File: src/rtl/fifo_pkg.sv
// Shared helpers for the dual-clock packet FIFO controllers (write and read side).
package fifo_pkg;

   // Widest pointer the helpers are expected to handle.
   localparam int PTR_MAX_W = 32;

   // Binary to reflected Gray code; callers truncate to their pointer width.
   function automatic logic [PTR_MAX_W-1:0] bin2gray(input logic [PTR_MAX_W-1:0] bin);
      return bin ^ (bin >> 1);
   endfunction

   // Occupancy between two binary pointers of 'width' bits, modulo 2**width.
   // Pointers carry one extra MSB, so a result of 2**(width-1) means full.
   function automatic logic [PTR_MAX_W-1:0] fifo_level(input logic [PTR_MAX_W-1:0] wr,
                                                       input logic [PTR_MAX_W-1:0] rd,
                                                       input int unsigned         width);
      logic [PTR_MAX_W-1:0] mask;
      mask = (width >= PTR_MAX_W) ? '1 : ((PTR_MAX_W'(1) << width) - PTR_MAX_W'(1));
      return (wr - rd) & mask;
   endfunction

endpackage

File: src/rtl/gray_code_decode.sv
// Purely combinational Gray to binary conversion: each binary bit is the XOR
// of all Gray bits at or above its position.
module gray_code_decode #(
   parameter int WIDTH = 5
) (
   input  logic [WIDTH-1:0] gray,
   output logic [WIDTH-1:0] bin
);

   // One XOR-reduction per output bit, MSB passes straight through.
   for (genvar i = 0; i < WIDTH; i++) begin : g_bit
      assign bin[i] = ^gray[WIDTH-1:i];
   end

endmodule

File: src/rtl/async_fifo_wr_ctrl.sv
// Write-side pointer controller for the dual-clock packet FIFOs. Lives entirely
// in the write clock domain: accepts writes, drives the RAM write port, publishes
// a registered Gray write pointer and derives full / almost_full / level from the
// already-synchronized Gray read pointer.
module async_fifo_wr_ctrl
   import fifo_pkg::*;
#(
   parameter int ADDR_WIDTH        = 4,
   parameter int ALMOST_FULL_LEVEL = 12
) (
   input  logic                  clock,
   input  logic                  reset,
   input  logic                  wr_valid,
   output logic                  wr_ready,
   output logic                  ram_wr_en,
   output logic [ADDR_WIDTH-1:0] ram_wr_addr,
   output logic [ADDR_WIDTH:0]   wr_ptr_gray,
   input  logic [ADDR_WIDTH:0]   rd_ptr_gray_sync,
   output logic                  full,
   output logic                  almost_full,
   output logic [ADDR_WIDTH:0]   level,
   output logic                  ptr_err
);

   // Pointers carry one extra MSB to tell full from empty.
   localparam int            PW     = ADDR_WIDTH + 1;
   localparam logic [PW-1:0] DEPTH  = PW'(2 ** ADDR_WIDTH);
   localparam logic [PW-1:0] AF_LVL = PW'(ALMOST_FULL_LEVEL);

   logic [PW-1:0] wr_ptr_bin;
   logic [PW-1:0] wr_ptr_bin_next;
   logic [PW-1:0] wr_ptr_gray_next;
   logic [PW-1:0] rd_bin;
   logic [PW-1:0] level_next;
   logic          overflow;
   logic          full_next;
   logic          almost_full_next;
   logic          ptr_err_next;

   // Read pointer arrives already synchronized; decode only, no extra register
   // so the free-space view is not delayed beyond the synchronizer itself.
   gray_code_decode #(.WIDTH(PW)) u_rd_decode (
      .gray (rd_ptr_gray_sync),
      .bin  (rd_bin)
   );

   // Handshake: ready is simply not-full, so a full FIFO never overwrites.
   assign wr_ready    = ~full;
   assign ram_wr_en   = wr_valid & wr_ready;
   assign ram_wr_addr = wr_ptr_bin[ADDR_WIDTH-1:0];

   // Next pointer, its Gray image and the occupancy seen after this edge.
   always_comb begin
      wr_ptr_bin_next  = wr_ptr_bin + PW'(ram_wr_en);
      wr_ptr_gray_next = PW'(bin2gray(PTR_MAX_W'(wr_ptr_bin_next)));
      level_next       = PW'(fifo_level(PTR_MAX_W'(wr_ptr_bin_next),
                                        PTR_MAX_W'(rd_bin),
                                        unsigned'(PW)));
      // An occupancy beyond DEPTH can only come from a corrupt read pointer;
      // treat it as full so nothing more is written, and flag it.
      overflow         = (level_next > DEPTH);
      full_next        = (level_next == DEPTH) | overflow;
      almost_full_next = (level_next >= AF_LVL);
      ptr_err_next     = ptr_err | overflow;
   end

   // Pointer and flag registers; Gray pointer is always registered so the
   // read domain only ever sees a single-bit change per edge.
   always_ff @(posedge clock or posedge reset) begin
      if (reset) begin
         wr_ptr_bin  <= '0;
         wr_ptr_gray <= '0;
         level       <= '0;
         full        <= 1'b0;
         almost_full <= 1'b0;
         ptr_err     <= 1'b0;
      end else begin
         wr_ptr_bin  <= wr_ptr_bin_next;
         wr_ptr_gray <= wr_ptr_gray_next;
         level       <= level_next;
         full        <= full_next;
         almost_full <= almost_full_next;
         ptr_err     <= ptr_err_next;
      end
   end

endmodule

File: config.mk
export PLATFORM = sky130hd
export DESIGN_NAME = async_fifo_wr_ctrl
export DESIGN_NICKNAME = d
export VERILOG_FILES = /design/src/rtl/fifo_pkg.sv /design/src/rtl/gray_code_decode.sv /design/src/rtl/async_fifo_wr_ctrl.sv
export SDC_FILE = /design/constraint.sdc
export NUM_CORES = 1
export LEC_CHECK = 0
export CORE_MARGIN = 5
export CORE_UTILIZATION = 45
export CTS_BUF_LIST = sky130_fd_sc_hd__clkbuf_4 sky130_fd_sc_hd__clkbuf_8
export DETAILED_ROUTE_END_ITERATION = 10
export PLACE_DENSITY = 0.79
export SYNTH_ARGS = -nofsm -noshare
export SYNTH_HDL_FRONTEND = slang
export SYNTH_HIERARCHICAL = 1
export SYNTH_SLANG_ARGS = --single-unit
File: constraint.sdc
create_clock -name clock -period 3.5 [get_ports clock]
set_clock_uncertainty 0.2 [all_clocks]
set_input_delay 0.7 -clock clock [delete_from_list [all_inputs] [get_ports clock]]
set_output_delay 0.7 -clock clock [all_outputs]
set_load 0.02 [all_outputs]
==> results by group, run 1 <==
Critical path
  • CP required: 3470 ps
  • Critical path's slowest cell: clkdlybuf4s50_1
  • Cell mode on critical path: ha_1
  • Critical Path Source Type: primary input
  • Worst EP arrival: 3350 ps
  • Crit path kind: in -> reg
  • Worst-path cell chain: clkdlybuf4s50_1 > nor2b_1 > ha_1 > nand2_1 > xnor2_1 > buf_4 > ha_1 > and3b_1 > or3_1 > a2111o_1 > a21o_1
  • Worst r2r path cells: 10
  • CP endpoint kind: flop
  • Crit Path Max Fanout: 3
  • Crit path largest cell delay: roughly 450 ps

Synthesis
  • Synth warn: 6
  • Yosys top cell area share: roughly half
  • Post-Syn Instances: 64
  • Avg Inst Size Synth: around 13 um2
  • Post-synthesis xor/xnor area fraction: about a fifth
  • Synth top area cells: dfrtp_1 (49%), ha_1 (9.2%), xnor2_1 (8.6%)
  • Syn_nets: a little under 80
  • Commonest cells post-synth: dfrtp_1 (16), inv_1 (8), xnor2_1 (8)
  • Synth unique cells: 23
  • Most frequent cell after synthesis: dfrtp_1
  • Number of flops mapped to enable cells by yosys: 0
  • Synthesized area: approximately 800 um2
  • Register area share after synthesis: between 40 and 50%
  • Main synth FF type: dfrtp_1
  • Post-Synth Adder-Cell Area: a little under an eighth
  • Flip-flop and latch count after synthesis: 16
  • Synth area leader: dfrtp_1
  • Ys async rst share: 100%
  • Post-Synth Simple-Gate Area: between 5 and 6%
  • Largest family of logic cells by synthesized area: XOR/XNOR gates
  • Multiplexer share of the synthesized area: 0%
  • Compound-Gate Fraction of Synth Area: between 7 and 8%

Pwr
  • Leak: 0.543 nW
  • Clock share of power: ~9.0%
  • Comb pwr share: ~64%
  • Worst vdd ir: between 0.0005 and 0.0006 V
  • Flop pwr share: between 20% and 30%
  • Cell-internal power: roughly 0.00077 W
  • PwrDens: about 1100 mW/mm2
  • Switching power: 0.000505 W
  • Switching Fraction: 39.7%

Drt
  • Final wirelength: around 1400 um
  • Routed Antenna Nets: 0
  • Pre-Repair DR Iteration Count: 2
  • Residual DRC: 0
  • Vias per cell: 4.50
  • WL/cell: approximately 12 um
  • DR vias: 553
  • Initial DRC Count: 2

GRT
  • Initial antenna violation count: 0
  • Vias in the first global route: between 500 and 600
  • Largest net degree at the start of global routing: 17
  • First-pass GRT wire length: between 2000 and 2500 um
  • Grt total ovfl: 0
  • All-layer global routing usage: around 11%

Clock tree
  • Reg clk slew, reported paths: about 90 ps
  • Setup Buffers After CTS: 0
  • H-Tree Depth: 1
  • Clk_lat worst skew: about 270 ps
  • Clock root buffer: clkbuf_4
  • CTS tree: built
  • Clk sinks: 16
  • Maximum root-to-sink buffer count: 2
  • Hold Buf Count CTS: 0
  • Post-CTS sizing: 0
  • TritonCTS Buffers: 3

Layout
  • Post-route insts no fill: about 120
  • Nets: around 110
  • Share of cells above drive strength 1: between 10 and 15%
  • P&R area growth vs syn: 43.8%
  • Fillers: 143
  • Number of antenna diodes: 0
  • Post-route cell area: roughly 0.0012 mm2

Flow run
  • Max cap viols: 0

Placement
  • HPWL Detailed: 1260 um
  • PortBufs: 26
  • Dpl cells: roughly 120
  • GPL Wtd Cong: between 0.8 and 0.9
  • Worst Setup Slack post-DPL: -176 ps
  • Area post-placement: between 0.001 and 0.0015 mm2

Timing
  • Final WS setup: roughly 120 ps
  • Period utilization: between 90% and 100%
  • Final Max Tran Viols: 0
  • Final Hold Viols: 0
  • FMAX: roughly 300 MHz
  • Min Hold Slack: about 270 ps
  • Slew margin rel.: 61.4%
  • Worst slew pin tran: ~580 ps
  • Fin crit period: roughly 3400 ps
  • RSZ-0062 raised after global routing: no
  • Final setup vio count: 0

Floorplan
  • Ports: 27
  • Starting Density: 47.3%
  • Die width: 52.6 um
  • Total Die Area: around 0.0028 mm2
  • Core ar.: between 0.0015 and 0.002 mm2
  • Std cell rows: 15
  • Chip height: approximately 53 um

Status
  • Status: completed

Worst hold path
  • Hold depth: 1
  • Worst hold-check path type: reg -> reg
[worst max-delay path: cells and delay by family]
| family | cells | cell delay [ps] |
|---|---|---|
| AOI/OAI and AO/OA | 2 | 580 |
| xor gates and xnor gates | 1 | 130 |
| adders and majority gates | 2 | 510 |
| buffers and inverters | 2 | 600 |
| and+or+nand+nor | 4 | 830 |
[state kept, by name (all words and copies together) (netlist names)]
register,count
wr_ptr_bin,5
level,4
wr_ptr_gray,4
almost_full,1
full,1
ptr_err,1
[power groups by stage]
stage / Clock [W] / Combinational, W / Sequential [W]
floorplan: 0 / 0.000368 / 0.000452
global placement: 0 / 0.000805 / 0.000340
detailed placement: 0 / 0.000831 / 0.000345
CTS: 0.000117 / 0.000832 / 0.000341
global route: 0.000128 / 0.000882 / 0.000351
finish: 0.000114 / 0.000816 / 0.000340
[cell type report]
class                   instances  area (um2)  share of cell area, %
flip-flops and latches         16         400                   34.1
multi-input cells              38         372                   31.6
repair buffers                 32         305                   26.0
clock buffers                   4        36.3                   3.09
well taps                      25        31.3                   2.66
inverters                       8        30.0                   2.56
[path summary, 6_finish.rpt]
kind	from	to	slack, ps
worst max-delay path	wr_valid	ptr_err$_DFF_PP0_	120
worst min-delay path	ptr_err$_DFF_PP0_	ptr_err$_DFF_PP0_	270
worst max register to register	full$_DFF_PP0_	ptr_err$_DFF_PP0_	590
worst min register to register	ptr_err$_DFF_PP0_	ptr_err$_DFF_PP0_	270
max in group asynchronous	reset	wr_ptr_bin[3]$_DFF_PP0_	2140
min in group asynchronous	reset	level[1]$_DFF_PP0_	590
[layer usage]
layer  vias to the layer above  GRT usage (%)  share of wire, %
li1                        279              -                 -
met5                         -              0                 0
met2                        17           21.5                51
met4                         0           5.11               1.3
met3                         2          0.855               4.3
met1                       255           11.9                44
[logic make-up after synthesis]
group / count (synthesis)
flip-flops: 16
AND/OR/NAND/NOR: 7
buffers and inverters: 10
XOR/XNOR: 15
AO/OA/AOI/OAI: 9
adder cells (fa/ha/maj): 7
[placed cells by master (no fill, tap or decap)]
master,count
a31oi_1,1
inv_1,8
xor2_1,4
dfrtp_1,16
nand4_1,1
clkbuf_8,1
a21oi_1,2
and3b_1,1
a21o_2,2
a2111o_1,1
fa_1,1
ha_1,6
xnor2_1,8
xnor3_1,1
a21o_1,2
nor2b_1,1
nand2_1,1
buf_4,6
xor2_2,1
clkdlybuf4s50_1,26
o21ai_0,1
nand3_1,1
xor3_1,1
clkbuf_4,3
and2_2,1
or3_1,1
[stage by stage]
| step | power (W) | util, % | TNS (ps) |
|---|---|---|---|
| 2_1_floorplan | 0.000820 | - | 0 |
| 3_3_place_gp | 0.00115 | 65.9 | -161 |
| 3_5_place_dp | 0.00118 | 65.9 | -252 |
| 4_1_cts | 0.00129 | 68.0 | 0 |
| 5_1_grt | 0.00136 | 68.0 | 0 |
| 6_report | 0.00127 | 68.0 | 0 |
(Power assumes the default switching activity.)
==> run 2: changes to the inputs <==
Settings changed: TNS_END_PERCENT from default to 5.
==> results of run 2 <==
The final DEF is identical to that of run 1; final timing and power are the same.
==> RTL change: new RTL, settings of run 2 <==
Make the reset (`reset`) synchronous in one clocked block. Comments in the files are not updated.
--- a/src/rtl/async_fifo_wr_ctrl.sv
+++ b/src/rtl/async_fifo_wr_ctrl.sv
@@ -68,3 +68,3 @@
    // read domain only ever sees a single-bit change per edge.
-   always_ff @(posedge clock or posedge reset) begin
+   always_ff @(posedge clock) begin
       if (reset) begin
Check against the original RTL: differs if reset is asserted again (counterexample within 4 cycles, from zero or initial values and one cycle with reset high); with reset held inactive, the same outputs for 10 cycles.
==> RTL change against run 2 <==
- wire length grew 10%
- critical path depth decreased by 1
- cell area shrank 4.7%
- worst setup slack better by 0.33 ns
- synthesized area down 2.8%
- via count rose by 13%
- sequential cell count did not move
- highest routed layer unchanged
Power is not compared: it rests on default switching activity, and its combinational part moved more than twofold at a synthesized area within 25%.
==> RTL change: results (changes against run 2) <==
Post-Syn Nets -> 95 (was 79)
Seq/Total Area, Yosys -> 40.3% (was 49.0%)
Min Hold Slack -> 0.287 ns (was 0.273 ns)
reg2reg start -> full (unchanged)
drt pass-1 iters -> 4 (was 2)
CTS buffer count -> 3 (unchanged)
routed length on met1 -> 605 microns (was 627 microns)
antenna cell count -> 0 (unchanged)
met3 routed WL -> 137 microns (was 62 microns)
hpwl dp -> 1280 microns (was 1260 microns)
Crit path largest cell delay -> 0.53 ns (was 0.45 ns)
r2r setup slk -> 1.05 ns (was 0.59 ns)
Cells on Worst Hold Path -> 2 (was 1)
ranking of synthesized cells by area -> dfxtp_1, ha_1, xor2_1 (was dfrtp_1, ha_1, xnor2_1)
Root Buffer Master -> clkbuf_4 (unchanged)
DR top layer -> met4 (unchanged)
Ys Warns -> 6 (unchanged)
initial antenna violation count -> 0 (unchanged)
Slew headroom -> 62.8% (was 61.4%)
hold path startpoint -> ptr_err (unchanged)
WL per Instance -> 11.7 microns (about the same)
Synth top cells by count -> dfxtp_1, nor2_1, inv_1 (was dfrtp_1, inv_1, xnor2_1)
CP Max Fanout -> 4 (was 3)
status -> finished clean (unchanged)
WHS Endpoint -> ptr_err (unchanged)
CP startpoint -> rd_ptr_gray_sync[4] (was wr_valid)
Post-route DRC -> 0 (unchanged)
routability cong. -> 0.761 (was 0.842)
Post-synth ARST share -> 0% (was 100%)
Crit-path slowest cell -> clkdlybuf4s50_1 (unchanged)
M3 GR Usage -> 7.45% (was 0.855%)
Crit path max-delay family -> XOR/XNOR gates (was simple AND/OR/NAND/NOR gates)
layout cell share with drive strength beyond 1 -> 8.18% (was 14.3%)
first-pass GRT wire length -> 2630 microns (was 2280 microns)
unique cell type count in the Yosys netlist -> 21 (was 23)
Largest regs -> wr_ptr_gray: 5 flops, level: 4 flops, wr_ptr_bin: 4 flops (was wr_ptr_bin: 5 flops, level: 4 flops, wr_ptr_gray: 4 flops)
1st-iter DRT viols -> 5 (was 2)
met1 Use GR -> 13.5% (was 11.9%)
GR Util met2 -> 21.8% (was 21.5%)
Vias per Instance -> 4.64 (was 4.50)
met2 WL post-DR -> 788 microns (was 725 microns)
Critical path destination -> ptr_err (unchanged)
ys flop type -> dfxtp_1 (was dfrtp_1)
vias in the first global route -> 607 (was 560)
fin nets -> 127 (was 114)
global-route usage over all layers -> 13.5% (was 11.1%)
clk_lat worst skew -> 0.29 ns (was 0.27 ns)
largest net degree at the start of global routing -> 17 (unchanged)
Critical R2R Capture -> almost_full (was ptr_err)
RTL change: cell count changes in the layout (fill, tap and decap cells not counted), sizes merged, moves of 4 or more:
cell | run 2 | this run
xor2 | 5 | 9
dfrtp | 16 | 0
dfxtp | 0 | 16
nor2 | 0 | 12
RTL change: metrics by stage:
stage	worst slack [ns]	total power, mW	util, %	cell area (sq um)	std cells
CTS	0.442	0.565	65.6	1120	135
global placement	0.152	0.465	64.2	1100	132
finish	0.456	0.557	65.6	1120	135
detailed placement	0.145	0.469	64.2	1100	132
global route	0.281	0.598	65.6	1120	135
floorplan	0.377	0.370	-	795	80
RTL change: final cells by class:
type	count	area (sq um)
Fill cell	148	588
Multi-Input combinational cell	52	422
Sequential cell	16	320
Timing Repair Buffer	30	290
Inverter	9	33.8
Tap cell	25	31.3
Clock buffer	3	22.5
RTL change: power by group through the flow:
stage	logic [mW]	registers (mW)	clock network, mW
after floorplan	0.108	0.261	0
after CTS	0.245	0.223	0.0972
after detailed placement	0.241	0.227	0
final	0.243	0.222	0.0915
after global placement	0.239	0.226	0
after global routing	0.267	0.225	0.105
RTL change: worst register-to-register path, stage by stage, from the launching register on:
cell and delay (ns):
dfxtp_1 0.34, nor2b_1 0.16, ha_1 0.18, nand2_1 0.07, xor2_1 0.18, inv_1 0.06, ha_1 0.33, a21o_1 0.18
a31oi_1 0.17, xor2_1 0.31, o22ai_1 0.13
RTL change: cells by family after synthesis:
family	Yosys count	synth area share [%]
XOR/XNOR	16	22.0
AO/OA/AOI/OAI	7	6.46
buffers and inverters	12	6.61
AND/OR/NAND/NOR	22	12.6
adder cells (fa/ha/maj)	7	12.0
flip-flops	16	40.3
